[src/rtl/serial_add_ctrl_pkg.sv]
// Shared constants for the bit-serial adder controller: state encoding and default sizing.
package serial_add_ctrl_pkg;

    typedef enum logic [1:0] {
        ST_IDLE = 2'd0,
        ST_RUN  = 2'd1,
        ST_DONE = 2'd2
    } state_t;

    localparam int DEF_WIDTH = 8;
    localparam int DEF_CNT_W = 5;

endpackage

[src/rtl/serial_fa_bit.sv]
// Combinational 1-bit full-adder cell; the only arithmetic in the serial datapath.
module serial_fa_bit (
    input  logic a_i,
    input  logic b_i,
    input  logic ci_i,
    output logic s_o,
    output logic co_o
);

    assign s_o  = a_i ^ b_i ^ ci_i;
    assign co_o = (a_i & b_i) | (a_i & ci_i) | (b_i & ci_i);

endmodule

[src/rtl/serial_add_ctrl.sv]
// Bit-serial adder controller: WIDTH-cycle LSB-first add with start/busy/done handshake.
// Optional subtract mode via SERIAL_ADD_SUB_EN (adds a 'sub' input).
module serial_add_ctrl
    import serial_add_ctrl_pkg::*;
#(
    parameter int WIDTH = DEF_WIDTH,
    parameter int CNT_W = DEF_CNT_W
) (
    input  logic             clk,
    input  logic             rst,
    input  logic             start,
    input  logic [WIDTH-1:0] a,
    input  logic [WIDTH-1:0] b,
    input  logic             cin,
`ifdef SERIAL_ADD_SUB_EN
    input  logic             sub,
`endif
    output logic             busy,
    output logic             done,
    output logic [WIDTH-1:0] sum,
    output logic             cout
);

    localparam logic [CNT_W-1:0] LAST_IDX = CNT_W'(WIDTH - 1);

    state_t           state_q, state_d;
    logic [WIDTH-1:0] a_sr_q, a_sr_d;
    logic [WIDTH-1:0] b_sr_q, b_sr_d;
    logic [WIDTH-1:0] acc_q, acc_d;
    logic [WIDTH-1:0] sum_q, sum_d;
    logic [CNT_W-1:0] idx_q, idx_d;
    logic             c_q, c_d;
    logic             cout_q, cout_d;

    logic             fa_s, fa_co, accept;
    logic [WIDTH-1:0] acc_shift, b_load;
    logic             c_load;

    serial_fa_bit u_fa (
        .a_i  (a_sr_q[0]),
        .b_i  (b_sr_q[0]),
        .ci_i (c_q),
        .s_o  (fa_s),
        .co_o (fa_co)
    );

    assign acc_shift = {fa_s, acc_q[WIDTH-1:1]};

    // Subtract is a + ~b + 1: invert B on load and force the initial carry.
`ifdef SERIAL_ADD_SUB_EN
    assign b_load = sub ? ~b : b;
    assign c_load = sub ? 1'b1 : cin;
`else
    assign b_load = b;
    assign c_load = cin;
`endif

    always_comb begin
        state_d = state_q;
        a_sr_d  = a_sr_q;
        b_sr_d  = b_sr_q;
        acc_d   = acc_q;
        sum_d   = sum_q;
        idx_d   = idx_q;
        c_d     = c_q;
        cout_d  = cout_q;
        accept  = 1'b0;

        case (state_q)
            ST_RUN: begin
                a_sr_d = a_sr_q >> 1;
                b_sr_d = b_sr_q >> 1;
                acc_d  = acc_shift;
                c_d    = fa_co;
                idx_d  = idx_q + CNT_W'(1);
                if (idx_q == LAST_IDX) begin
                    state_d = ST_DONE;
                    sum_d   = acc_shift;
                    cout_d  = fa_co;
                end
            end
            ST_DONE: begin
                state_d = ST_IDLE;
                accept  = start;
            end
            default: begin
                state_d = ST_IDLE;
                accept  = start;
            end
        endcase

        if (accept) begin
            state_d = ST_RUN;
            a_sr_d  = a;
            b_sr_d  = b_load;
            c_d     = c_load;
            idx_d   = '0;
            acc_d   = '0;
        end
    end

    always_ff @(posedge clk) begin
        if (rst) begin
            state_q <= ST_IDLE;
            a_sr_q  <= '0;
            b_sr_q  <= '0;
            acc_q   <= '0;
            sum_q   <= '0;
            idx_q   <= '0;
            c_q     <= 1'b0;
            cout_q  <= 1'b0;
        end else begin
            state_q <= state_d;
            a_sr_q  <= a_sr_d;
            b_sr_q  <= b_sr_d;
            acc_q   <= acc_d;
            sum_q   <= sum_d;
            idx_q   <= idx_d;
            c_q     <= c_d;
            cout_q  <= cout_d;
        end
    end

    assign busy = (state_q == ST_RUN);
    assign done = (state_q == ST_DONE);
    assign sum  = sum_q;
    assign cout = cout_q;

endmodule
[config.mk]
export PLATFORM = sky130hd
export DESIGN_NAME = serial_add_ctrl
export DESIGN_NICKNAME = d
export VERILOG_FILES = /design/src/rtl/serial_add_ctrl_pkg.sv /design/src/rtl/serial_fa_bit.sv /design/src/rtl/serial_add_ctrl.sv
export SDC_FILE = /design/constraint.sdc
export NUM_CORES = 1
export LEC_CHECK = 0
export BUFFER_PORTS_ARGS = -buffer_cell sky130_fd_sc_hd__buf_2
export CAP_MARGIN = 30
export CORE_MARGIN = 1
export CORE_UTILIZATION = 58
export CTS_BUF_LIST = sky130_fd_sc_hd__clkbuf_8 sky130_fd_sc_hd__clkbuf_16
export DETAILED_ROUTE_END_ITERATION = 10
export MAX_ROUTING_LAYER = met4
export PLACE_DENSITY = 0.91
export SLEW_MARGIN = 30
export SYNTH_ARGS = -nofsm -noshare
export SYNTH_HDL_FRONTEND = slang
export SYNTH_SLANG_ARGS = --single-unit
[constraint.sdc]
create_clock -name clk -period 2.5 [get_ports clk]
set_clock_uncertainty 0.1 [all_clocks]
set_input_delay 0.25 -clock clk [delete_from_list [all_inputs] [get_ports clk]]
set_output_delay 0.25 -clock clk [all_outputs]
set_load 0.02 [all_outputs]
==> results of run 1 <==
-- cell type report --
class / count / area share
multi-input cells: 122 / 0.418
repair buffers: 32 / 0.0856
clock inverters: 3 / 0.0201
inverters: 3 / 0.00584
clock buffers: 5 / 0.0357
flip-flops and latches: 40 / 0.415
well taps: 31 / 0.0201
-- kinds of logic after synthesis --
family,after synthesis,synth area share
AO/OA/AOI/OAI,28,0.108
flip-flops,40,0.474
buffers and inverters,17,0.0482
adder cells (fa/ha/maj),2,0.0193
multiplexers,26,0.154
AND/OR/NAND/NOR,64,0.185
XOR/XNOR,2,0.0104
-- worst paths after layout --
check,startpoint,endpoint,slack [ns],cells past startpoint
worst max-delay path,state_q[0],busy,0.80,3
worst min-delay path,a[7],a_sr_q[7],0.17,3
worst max register to register,idx_q[0],sum[6],0.99,5
worst min register to register,sum[3],sum[3],0.38,2
-- tightest hold or removal path: stages --
cell	delay, ns
sky130_fd_sc_hd__buf_2	0.08
sky130_fd_sc_hd__mux2i_1	0.06
sky130_fd_sc_hd__nor3_1	0.12
-- per-layer routing --
layer | global-route usage | up-vias
met1 | 0.254 | 587
met4 | 0.0836 | 0
met3 | 0.0698 | 7
li1 | - | 660
met5 | - | -
met2 | 0.360 | 38
-- sequential cells by signal, indices dropped and copies added, names as in the netlist --
| name | cells |
|---|---|
| a_sr_q | 8 |
| acc_q | 7 |
| idx_q | 5 |
| c_q | 1 |
| sum | 8 |
| cout | 1 |
| b_sr_q | 8 |
| state_q | 2 |
-- cell usage after synthesis (all sizes together) (2+ instances only) --
cell     n  area share
mux2i   26        0.15
nor3     4       0.012
clkbuf   4      0.0089
nand2   17       0.038
xnor2    2       0.010
a21oi   10       0.030
nor2    18       0.040
inv      3      0.0067
buf     10       0.033
dfxtp   40        0.47
nand2b  19       0.070
a211oi  15       0.067
-- power groups by stage --
stage          clock (mW)  sequential, mW  combinational, mW
3_5_place_dp            0           0.695              0.116
6_report            0.498           0.681              0.117
3_3_place_gp            0           0.694              0.111
4_1_cts             0.513           0.681              0.117
2_1_floorplan           0           0.690             0.0924
5_1_grt             0.535           0.684              0.132
-- through the flow --
step	cell area, µm²	hold slack [ns]
floorplan	1690	0.335
global placement	1820	0.349
detailed placement	1820	0.358
CTS	1930	0.166
global route	1930	0.188
finish	1930	0.169
-- placed cells by master (no fill, tap or decap) --
| cell type | instances |
|---|---|
| sky130_fd_sc_hd__nand2b_1 | 19 |
| sky130_fd_sc_hd__buf_2 | 30 |
| sky130_fd_sc_hd__or4_1 | 1 |
| sky130_fd_sc_hd__o21ai_0 | 1 |
| sky130_fd_sc_hd__dfxtp_1 | 40 |
| sky130_fd_sc_hd__inv_2 | 1 |
| sky130_fd_sc_hd__nor4_1 | 1 |
| sky130_fd_sc_hd__nand2_1 | 17 |
| sky130_fd_sc_hd__nand4b_1 | 1 |
| sky130_fd_sc_hd__inv_1 | 3 |
| sky130_fd_sc_hd__mux2i_1 | 26 |
| sky130_fd_sc_hd__nor2b_1 | 1 |
| sky130_fd_sc_hd__ha_1 | 1 |
| sky130_fd_sc_hd__nand3b_1 | 1 |
| sky130_fd_sc_hd__clkinv_2 | 1 |
| sky130_fd_sc_hd__a21oi_1 | 10 |
| sky130_fd_sc_hd__a21o_1 | 1 |
| sky130_fd_sc_hd__a211oi_1 | 15 |
| sky130_fd_sc_hd__buf_4 | 2 |
| sky130_fd_sc_hd__bufinv_16 | 1 |
| sky130_fd_sc_hd__fa_1 | 1 |
| sky130_fd_sc_hd__or3_1 | 1 |
| sky130_fd_sc_hd__xnor2_1 | 2 |
| sky130_fd_sc_hd__o31ai_1 | 1 |
| sky130_fd_sc_hd__nor3_1 | 4 |
| sky130_fd_sc_hd__nor2_1 | 18 |
| sky130_fd_sc_hd__clkbuf_8 | 5 |
==> impl_metrics.ini, run 1 <==
[cts]
clk_pin_slew_ns = 0.07
numClockSinks = 40
cts.htree.levels = 2
cts_repair_resize_count = 0
cts_tree = yes
cts_max_path_buffers = 2
numCtsBuffers = 5
cts.hold.buffers_added = 0
cts.repair_timing.setup_buffer_count = 0
clock_insertion_delay_worst_skew_ns = 0.29
cts_root_buf = sky130_fd_sc_hd__clkbuf_8

[cells_and_area]
area.sequential_um2 = 801
final_core_area_utilization = 0.700
area_growth_pct = 14.3
nNetsFinal = 226
fillers = 207
multi_input_comb_area_um2 = 806
final_cells = 236
layout-drive-gt1-share = 0.195
diodes = 0

[timing]
timing.final.crit_share = 0.679
grt_setup_unrepaired = false
layout_min_cycle_time_ns = 1.70
timing_max_transition_violations_final = 0
final.setup.worst_slack_ns = 0.801
achievable-frequency_mhz = 589
timing.setup.tns_ns = 0
final-hold-violation-count = 0
timing_worst_slew_pin_value_ns = 0.566
setup_viol = 0
slew-limit-headroom = 0.623

[worst_setup_path]
slowest_delay_ns = 0.38
worst-setup-path-type = reg -> out
critical-path-top-delay-family = buffers and inverters
crit_path_top_delay_cell = sky130_fd_sc_hd__dfxtp_1
end_kind = primary output
required_ns = 2.15
start_kind = flip-flop
chain_of_cells_forming_the_critical_path = nand2b_1 -> inv_2 -> buf_2
critical_path_arrival_ns = 1.35
crit_path_max_fanout = 13
critical_path.n_buffers_inverters = 2

[global_route]
grt_max_degree = 39
global_route.overflow_total = 0
grt_first_pass_wirelength_um = 5150
grt_antenna_before_repair = 0
grt_pass1_vias = 1225
grt_use_total = 0.220

[drt]
post_detailed_route_count_of_antenna_violating_nets = 0
drcViolationCount = 0
dr_wl_met3_um = 167
highest_routed_layer = met4
met2WireLength_um = 1380
wire_per_inst_um = 12.6
drt_first_pass_iters = 4
dr_total_vias = 1292
drt-vias-per-instance = 5.47
dr.first_iter.drc_count = 43
detail_route.wirelength.met1_um = 1380
routed_wl_um = 2970

[synthesis]
ys_warn_count = 0
synthesized_netlist_net_count = 201
edff_count_synth = 0
synth_area_um2 = 1690
number_of_synthesized_register_bits = 40
synth_async_sr_flop_share = 0
postSynthAreaPerCell_um2 = 9.43
syn-instance-count = 179
synth.distinct_cells = 25
synth-seq-area-share = 0.474
ys_dominant_reg_cell = sky130_fd_sc_hd__dfxtp_1

[power]
intPower_mw = 1.01
power_density_nw_per_um2 = 671
seq_power_share = 0.525
totalPowerFinal_mw = 1.30
netSwitchingPower_uw = 288
netSwitchingFraction = 0.222
static-leakage-power_nw = 0.796
vdd.ir_drop.worst_mv = 0.646
clock_power_share = 0.384
comb_power_share = 0.090

[place]
gp_routability_congestion = 0.752
pre_cts_slack_ns = 0.998
numPortBuffers = 30
post-dp-hpwl_um = 2010
place.detailed.instances = 228

[die]
placementRows = 19
die_h_um = 55.9
start_util = 0.612
die-width_um = 55.9
core_area_um2 = 2760
ios = 31
design.die.area_um2 = 3130

[run]
maxCapViolCount = 0

[worst_hold_path]
hold_path_class = in -> reg

[run_status]
run_status = completed
Note: power is estimated with default switching activity, not from simulation.
==> run 2: changes to the inputs <==
CORE_UTILIZATION = 49   (was 58)
PLACE_DENSITY = 0.82   (was 0.91)
clock period = 1.55 ns   (was 2.5 ns; I/O delays follow)
==> run 2 against run 1 <==
Net effect: combinational power grew 81%; sequential power is 62% higher; clock power grew 38%; power is 54% higher; cell area rose by 5.3%; non-clock buffer count grew 10; critical path depth rose by 2; flip-flop and latch count unchanged; die area grew 18%; sequential share of layout area is 1.9 points lower; clock-buffer cell count grew 1; largest cell class unchanged.
==> impl_metrics.ini, run 2 (synthesized netlist as in run 1, its figures left out) <==
[power]
static-leakage-power_nw = 0.837
vdd.ir_drop.worst_mv = 0.590
intPower_mw = 1.52
netSwitchingPower_uw = 474
netSwitchingFraction = 0.238
comb_power_share = 0.106
seq_power_share = 0.549
clock_power_share = 0.344
power_density_nw_per_um2 = 983

[cells_and_area]
layout-drive-gt1-share = 0.251
area.sequential_um2 = 803
diodes = 0
area_growth_pct = 20.3
fillers = 286
design_area_um2 = 2030
nNetsFinal = 236
multi_input_comb_area_um2 = 826
layout.cells.most_common_list = sky130_fd_sc_hd__dfxtp_1, sky130_fd_sc_hd__buf_2, sky130_fd_sc_hd__mux2i_1, sky130_fd_sc_hd__nor2_1, sky130_fd_sc_hd__nand2b_1
commonest_non_fill_non_tap_cell_in_the_layout = sky130_fd_sc_hd__dfxtp_1

[die]
placementRows = 20
ios = 31
die_h_um = 60.7
start_util = 0.535
core_area_um2 = 3150
die-width_um = 60.7
design.die.area_um2 = 3680

[drt]
drt-vias-per-instance = 5.03
drcViolationCount = 0
drt_first_pass_iters = 4
dr_total_vias = 1302
post_detailed_route_count_of_antenna_violating_nets = 0
routed_wl_um = 3040
dr.first_iter.drc_count = 58
wire_per_inst_um = 11.7

[worst_setup_path]
worstRegToRegCells = 5
slowest_delay_ns = 0.36
required_ns = 1.67
end_kind = flip-flop
critical_path_arrival_ns = 1.59
crit_path_max_fanout = 5
chain_of_cells_forming_the_critical_path = ha_4 -> nand4b_1 -> nor3_2 -> buf_4 -> mux2i_1
crit_path_top_delay_cell = sky130_fd_sc_hd__dfxtp_2
worst-setup-path-type = reg -> reg
start_kind = flip-flop

[timing]
timing.final.crit_share = 0.947
timing_max_transition_violations_final = 0
timing_worst_slew_pin_value_ns = 0.392
final-hold-violation-count = 0
slew-limit-headroom = 0.738
achievable-frequency_mhz = 681
final.setup.worst_slack_ns = 0.0822
layout_min_cycle_time_ns = 1.47
setup_viol = 0

[place]
dpl_cell_area_um2 = 1890
gp_routability_congestion = 0.760
post-dp-hpwl_um = 2050
numPortBuffers = 30
pre_cts_slack_ns = 0.102

[run]
maxCapViolCount = 0

[global_route]
global_route.overflow_total = 0
grt_use_total = 0.194
grt_antenna_before_repair = 0
grt_pass1_vias = 1219
grt_first_pass_wirelength_um = 5180
grt_max_degree = 17

[run_status]
run_status = completed

[cts]
numCtsBuffers = 5
numClockSinks = 40
clk_pin_slew_ns = 0.07
clock_insertion_delay_worst_skew_ns = 0.29
cts_tree = yes
cts_root_buf = sky130_fd_sc_hd__clkbuf_8
cts_max_path_buffers = 2
cts.htree.levels = 2

[worst_hold_path]
number_of_stages_on_the_worst_hold_path = 3
hold_path_class = in -> reg
==> run 2: changes by cell type in the layout (fill, tap and decap cells not counted), sizes merged <==
cell	change
buf	+10
bufinv	-1
clkbuf	+1
==> run 2: worst paths after layout <==
check             startpoint         to  slack [ns]
hold / removal          a[7]  a_sr_q[7]        0.05
setup / recovery    idx_q[0]     sum[0]        0.08
hold reg to reg     acc_q[1]   acc_q[1]        0.36
setup reg to reg    idx_q[0]     sum[0]        0.08
==> run 2: worst max-delay path, delay by kind of cell (launching register included) <==
| kind | cells | cell delay (ns) |
|---|---|---|
| flops | 1 | 0.36 |
| mux | 1 | 0.18 |
| fa+ha+maj | 1 | 0.14 |
| buf+inv | 1 | 0.20 |
| simple gates | 2 | 0.42 |
==> run 2: power groups by stage <==
stage	logic (mW)	clock network, mW	registers, mW
6_report	0.212	0.687	1.10
5_1_grt	0.239	0.756	1.10
4_1_cts	0.209	0.708	1.10
3_5_place_dp	0.207	0	1.12
3_3_place_gp	0.202	0	1.12
2_1_floorplan	0.149	0	1.11
==> run 2: area by class of cell <==
cell class              instances  share of cell area
multi-input cells             122               0.407
well taps                      44              0.0271
flip-flops and latches         40               0.396
repair buffers                 42               0.118
clock buffers                   6              0.0407
inverters                       3             0.00801
clock inverters                 2             0.00370
==> run 2: what timing repair did <==
item	4_1_cts	5_1_grt
hold buffers	0	0
pin swaps	0	2
setup buffers	0	2
setup endpoints to repair	1	10
resized for setup	1	11
cloned	0	1
==> run 2: through the flow <==
step / instances / util / power (mW) / setup TNS, ns / hold WS, ns
after global routing: 259 / 0.644 / 2.10 / -0.0981 / 0.0715
after floorplan: 179 / - / 1.26 / 0 / 0.250
after global placement: 248 / 0.600 / 1.32 / 0 / 0.346
final: 259 / 0.644 / 2.00 / 0 / 0.0467
after detailed placement: 248 / 0.600 / 1.33 / 0 / 0.350
after CTS: 256 / 0.629 / 2.01 / 0 / 0.0488
==> run 2: per-layer routing <==
metal  routed length [µm]  global-route usage  vias to the layer above
met3                  109              0.0576                        2
met4                    7              0.0487                        0
met2                 1470               0.303                       26
met1                 1460               0.246                      594
li1                     -                   -                      680
met5                    0                   -                        -
